==> src/rtl/cpu_trace_capture_if.sv <==
// Read-drain handshake of the CPU trace buffer.
interface cpu_trace_capture_if #(
  parameter int unsigned DW = 96
);
  logic          rd_en;
  logic [DW-1:0] rd_data;
  logic          rd_valid;
  logic          rd_last;

  modport master (output rd_en, input rd_data, input rd_valid, input rd_last);
  modport slave  (input rd_en, output rd_data, output rd_valid, output rd_last);
endinterface

==> src/rtl/cpu_trace_capture.sv <==
// Circular trace buffer for MultiCycle_CPU probes: arm, PC trigger, post-trigger
// window, then oldest-first drain over the read handshake.
module cpu_trace_capture #(
  parameter int unsigned ADDR_W  = 32,
  parameter int unsigned PROBE_W = 48,
  parameter int unsigned TS_W    = 16,
  parameter int unsigned DEPTH   = 16,
  localparam int unsigned AW     = $clog2(DEPTH),
  localparam int unsigned DW     = TS_W + ADDR_W + PROBE_W
) (
  input  logic                      clk,
  input  logic                      rst_n,
  input  logic [ADDR_W-1:0]         pc_i,
  input  logic [PROBE_W-1:0]        probe_i,
  input  logic                      sample_en,
  input  logic                      arm,
  input  logic [ADDR_W-1:0]         trig_pc,
  input  logic [AW-1:0]             post_len,
  cpu_trace_capture_if.slave        rd,
  output logic [1:0]                state_o,
  output logic [AW:0]               count_o
);

  localparam logic [1:0] S_IDLE  = 2'd0;
  localparam logic [1:0] S_ARMED = 2'd1;
  localparam logic [1:0] S_POST  = 2'd2;
  localparam logic [1:0] S_DONE  = 2'd3;
  localparam logic [AW:0] FULL   = (AW+1)'(DEPTH);

  logic [1:0]      state;
  logic [TS_W-1:0] ts;
  logic [DW-1:0]   mem [DEPTH];
  logic [AW-1:0]   wr_ptr, rd_ptr, post_cnt, wr_ptr_nx;
  logic [AW:0]     count, rd_idx, count_nx;
  logic [DW-1:0]   rd_data_q;
  logic            rd_valid_q, rd_last_q;
  logic            wr_en, trig_hit, enter_done, rd_go, rd_end;

  always_comb begin
    wr_en      = sample_en && ((state == S_ARMED && !arm) || state == S_POST);
    trig_hit   = state == S_ARMED && sample_en && !arm && pc_i == trig_pc;
    enter_done = (trig_hit && post_len == '0) ||
                 (state == S_POST && sample_en && post_cnt == AW'(1));
    wr_ptr_nx  = wr_ptr + 1'b1;
    count_nx   = (count == FULL) ? count : count + 1'b1;
    rd_go      = state == S_DONE && rd.rd_en && rd_idx != count;
    rd_end     = rd_go && (rd_idx + 1'b1 == count);
  end

  always_ff @(posedge clk) begin
    if (wr_en) mem[wr_ptr] <= {ts, pc_i, probe_i};
  end

  always_ff @(posedge clk or negedge rst_n) begin
    if (!rst_n) begin
      state      <= S_IDLE;
      ts         <= '0;
      wr_ptr     <= '0;
      rd_ptr     <= '0;
      post_cnt   <= '0;
      count      <= '0;
      rd_idx     <= '0;
      rd_data_q  <= '0;
      rd_valid_q <= 1'b0;
      rd_last_q  <= 1'b0;
    end else begin
      ts         <= ts + 1'b1;
      rd_valid_q <= 1'b0;
      rd_last_q  <= 1'b0;
      if (wr_en) begin
        wr_ptr <= wr_ptr_nx;
        count  <= count_nx;
      end
      // The oldest entry is located from the post-write pointer and count.
      if (enter_done) begin
        rd_ptr <= (count_nx == FULL) ? wr_ptr_nx : '0;
        rd_idx <= '0;
      end
      case (state)
        S_IDLE: begin
          if (arm) begin
            wr_ptr <= '0;
            count  <= '0;
            state  <= S_ARMED;
          end
        end
        S_ARMED: begin
          if (arm) begin
            wr_ptr <= '0;
            count  <= '0;
          end else if (trig_hit) begin
            post_cnt <= post_len;
            state    <= (post_len == '0) ? S_DONE : S_POST;
          end
        end
        S_POST: begin
          if (sample_en) begin
            post_cnt <= post_cnt - 1'b1;
            if (post_cnt == AW'(1)) state <= S_DONE;
          end
        end
        S_DONE: begin
          if (rd_go) begin
            rd_data_q  <= mem[rd_ptr];
            rd_valid_q <= 1'b1;
            rd_last_q  <= rd_end;
            rd_ptr     <= rd_ptr + 1'b1;
            rd_idx     <= rd_idx + 1'b1;
            if (rd_end) begin
              state <= S_IDLE;
              count <= '0;
            end
          end
        end
        default: state <= S_IDLE;
      endcase
    end
  end

  assign rd.rd_data  = rd_data_q;
  assign rd.rd_valid = rd_valid_q;
  assign rd.rd_last  = rd_last_q;
  assign state_o     = state;
  assign count_o     = count;

endmodule

==> src/flat_wrapper.sv <==
// flat-port wrapper written by rule: the top's interface ports become plain ports
module cpu_trace_capture_flat 
#(
  parameter int unsigned ADDR_W  = 32,
  parameter int unsigned PROBE_W = 48,
  parameter int unsigned TS_W    = 16,
  parameter int unsigned DEPTH   = 16,
  localparam int unsigned AW     = $clog2(DEPTH),
  localparam int unsigned DW     = TS_W + ADDR_W + PROBE_W
)
  (clk, rst_n, pc_i, probe_i, sample_en, arm, trig_pc, post_len, state_o, count_o, rd_rd_en, rd_rd_data, rd_rd_valid, rd_rd_last);
  cpu_trace_capture_if #(.DW(96)) rd_i ();
  input  logic clk;
  input  logic rst_n;
  input  logic [ADDR_W-1:0] pc_i;
  input  logic [PROBE_W-1:0] probe_i;
  input  logic sample_en;
  input  logic arm;
  input  logic [ADDR_W-1:0] trig_pc;
  input  logic [AW-1:0] post_len;
  output logic [1:0] state_o;
  output logic [AW:0] count_o;
  input wire logic [$bits(rd_i.rd_en)-1:0] rd_rd_en;
  output wire logic [$bits(rd_i.rd_data)-1:0] rd_rd_data;
  output wire logic [$bits(rd_i.rd_valid)-1:0] rd_rd_valid;
  output wire logic [$bits(rd_i.rd_last)-1:0] rd_rd_last;
  assign rd_i.rd_en = rd_rd_en;
  assign rd_rd_data = rd_i.rd_data;
  assign rd_rd_valid = rd_i.rd_valid;
  assign rd_rd_last = rd_i.rd_last;
  cpu_trace_capture #(.ADDR_W(ADDR_W), .PROBE_W(PROBE_W), .TS_W(TS_W), .DEPTH(DEPTH)) u_core (.clk(clk), .rst_n(rst_n), .pc_i(pc_i), .probe_i(probe_i), .sample_en(sample_en), .arm(arm), .trig_pc(trig_pc), .post_len(post_len), .rd(rd_i), .state_o(state_o), .count_o(count_o));
endmodule
==> config.mk <==
export PLATFORM = sky130hd
export DESIGN_NAME = cpu_trace_capture_flat
export DESIGN_NICKNAME = d
export VERILOG_FILES = /design/src/rtl/cpu_trace_capture_if.sv /design/src/rtl/cpu_trace_capture.sv /design/src/flat_wrapper.sv
export SDC_FILE = /design/constraint.sdc
export NUM_CORES = 2
export LEC_CHECK = 0
export ABC_CLOCK_PERIOD_IN_PS = 3900
export CORE_ASPECT_RATIO = 1.75
export CORE_MARGIN = 8
export CORE_UTILIZATION = 24
export DETAILED_ROUTE_END_ITERATION = 8
export GPL_ROUTABILITY_DRIVEN = 0
export HOLD_SLACK_MARGIN = 0.1
export PLACE_DENSITY = 0.46
export SLEW_MARGIN = 20
export SYNTH_ARGS = -nofsm -noshare
export SYNTH_HDL_FRONTEND = slang
export SYNTH_SLANG_ARGS = --single-unit
==> constraint.sdc <==
create_clock -name clk -period 3.9 [get_ports clk]
set_input_delay 0.39 -clock clk [delete_from_list [all_inputs] [get_ports clk]]
set_output_delay 0.39 -clock clk [all_outputs]
set_load 0.005 [all_outputs]
==> results.toml <==
[outcome]
status = "finished clean"

[yosys]
synth-async-reset-ratio_pct = 8.24
muxShareOfSynthArea_pct = 18.6
ys_warn_count = 0
synth-edff-count = 1536
synth_top_family_by_area = "multiplexers"
yosys.area_share.adder_pct = 0.313
synthXorXnorAreaFrac_pct = 0.862
synthCells = 2664
ys_seq_area_share_pct = 77.5
avgSynthCellArea_um2 = 24.0
synth_flop_cell = "edfxtp_1"
synth.distinct_cells = 57
synth_compound_area_share_pct = 0.540
syn_area_um2 = 64000
syn-num-nets = 2801
ys_seq_elements = 1674
synth_simple_gate_area_share_pct = 1.24

[clock_network]
clkTransAtPathRegs_ps = 70
tritoncts = "built"
cts.sinks = 1674
clockRootBuffer = "clkbuf_16"
h-tree-depth = 4
cts_setup_buffers = 0
clk_latency_ps = 840
clock_path_buffers = 4
cts_buffers = 166

[sta]
drv_slew = 0
rsz0062_at_grt = "false"
hold_ws_ps = 117
finalSetupViolCount = 0
finClkSkew_ps = 101
period_minus_slack_ps = 3180
relSlewSlack_pct = 38.9
timing.setup.tns_ps = 0
hold_viol = 0
tightest_slew_ps = 913
finalCritPeriodShare_pct = 81.5
clock.fmax_mhz = 315

[setup_path]
slowest_stage = "and2_4"
worstSetupEndpointType = "flip-flop"
worst_path_largest_cell_delay_ps = 480
worstSetupPathType = "reg -> reg"
reg2reg_to = "u_core.mem[11][82]"
start_kind = "flip-flop"
cp_data_required_time_ps = 4320
r2r_slack_ps = 720
crit_chain = "inv_1, ha_1, nor2b_1, o21a_1, nand2_1, nor2_1, and2_4, buf_4"
crit_buf_inv = 2
cp.arrival_ps = 3600
crit_fanout = 17
crit-reg2reg-launch = "u_core.state_o[1]"
cp_top_family = "simple AND/OR/NAND/NOR gates"
cp.depth = 8
ff2ff_path_depth = 8

[grt]
grt_first_pass_wirelength_um = 254000
antenna_found_initial = 25
grtUsageTotal_pct = 12.4
grt_pass1_vias = 32400
grt_max_degree = 87
grt.overflow.total = 0

[drt]
drc = 0
vias_per_cell = 4.34
postRouteWirelength_um = 180000
vias = 29300
first_pass_iters = 6
wl_per_cell_um = 26.7
drtIter0Drc = 2264
ant_nets = 0

[floorplanning]
die-area_um2 = 284000
die_w_um = 406
die_h_um = 699
start_util_pct = 24.1
num_rows = 251
core_area_um2 = 266000
boundaryPins = 226

[placed_design]
dpl-instance-area_um2 = 72000
place_inst = 6437
port-buffer-count = 225
hpwl_um = 107000

[power]
vdd_drop_max_mv = 0.314
leakage_nw = 24.2
power_density_nw_per_um2 = 480

[layout]
fin_nets = 3202
fin_cells = 6747
fin_area_um2 = 77300
drive_above_1_share_pct = 30.2
area_growth_syn_to_layout_pct = 20.9

[hold_path]
hp-class = "in -> async"

[flow_run]
drv_cap = 0
-- per-stage QoR --
stage | utilization [%] | power (mW) | setup WS [ps]
after global placement | 27.1 | 21.5 | 321
final | 29.1 | 37.1 | 723
after floorplan | - | 20.6 | 682
after CTS | 29.1 | 37.7 | 685
after detailed placement | 27.1 | 21.5 | 332
after global routing | 29.1 | 38.3 | 537
-- worst max-delay path by stage --
stage | start | end | slack [ps]
after detailed placement | pc_i[20] | u_core.rd_ptr[0] | 330
after CTS | u_core.state_o[1] | u_core.mem[2][23] | 690
final | u_core.state_o[1] | u_core.mem[11][82] | 720
after global placement | pc_i[20] | u_core.rd_ptr[0] | 320
after global routing | u_core.state_o[1] | u_core.mem[2][23] | 540
after floorplan | u_core.state_o[1] | u_core.mem[13][0] | 680
-- kinds of logic after synthesis --
kind of cell | after synthesis
buffers and inverters | 143
muxes | 580
DFF | 1674
AOI/OAI and AO/OA | 45
and+or+nand+nor | 143
adders and majority gates | 16
xor gates and xnor gates | 63
-- Yosys cell counts (6+ instances only) --
cell         n  area share (%)
and3_1       7           0.068
mux2_2      96             1.7
nor2b_1      6           0.059
xor2_1      48            0.66
a21oi_1      8           0.063
buf_1       25            0.15
buf_2       33            0.26
clkbuf_1    66            0.39
and2_1      14            0.14
nor4_1      13            0.13
nor3_1      10           0.078
nor2_1      22            0.13
xnor2_1     15            0.21
nand4_1      7           0.068
mux4_2     480              17
edfxtp_1  1536              72
nand3_1     18            0.14
inv_1       17            0.10
nand2_1     26            0.15
dfrtp_1    138             5.4
ha_1        16            0.31
-- where the power goes --
part	switching, mW	internal (mW)
registers	0.0944	19.7
logic	0.708	0.527
clock network	6.92	9.17
-- timing repair --
action,4_1_cts,5_1_grt
setup endpoints to repair,0,0
resized for setup,0,0
endpoints found under the hold margin,110,0
hold buffers,2,0
-- placed cells by master, fill, tap and decap left out, types with 8 or more instances in the layout --
master / instances
clkbuf_1: 39
clkdlybuf4s50_1: 224
inv_1: 17
xnor2_1: 15
dfrtp_1: 134
xor2_1: 48
nor3_1: 10
edfxtp_1: 1536
bufinv_16: 17
clkinv_1: 30
clkbuf_16: 169
and2_4: 12
buf_4: 69
nor2_1: 22
ha_1: 16
nand3_1: 18
nor4_1: 13
a21oi_1: 8
clkinv_2: 22
diode_2: 12
nand2_1: 26
buf_12: 62
mux2_2: 96
mux4_2: 480
-- final cells by class --
type,count,area [um2]
Multi-Input combinational cell,847,13900
Clock buffer,211,4420
Tap cell,3542,4430
Sequential cell,1674,49600
Clock inverter,85,888
Fill cell,26000,189000
Antenna cell,12,30.0
Timing Repair Buffer,358,4040
Inverter,18,72.6
-- flip-flops by register name, indices dropped and copies added, names as in the netlist --
name / count
u_core.mem: 1536
u_core.rd.rd_data: 96
u_core.ts: 16
u_core.count_o: 5
u_core.rd_idx: 5
u_core.post_cnt: 4
u_core.rd_ptr: 4
u_core.wr_ptr: 4
u_core.state_o: 2
u_core.rd.rd_last: 1
u_core.rd.rd_valid: 1
-- routing by layer --
layer / track usage (%) / vias to the layer above / routed length (um)
met2: 22.1 / 639 / 93900
met1: 15.3 / 16200 / 72300
met4: 3.39 / 10 / 4830
met5: 0 / - / 55
li1: - / 12200 / -
met3: 2.35 / 248 / 8860
(Power assumes the default switching activity.)
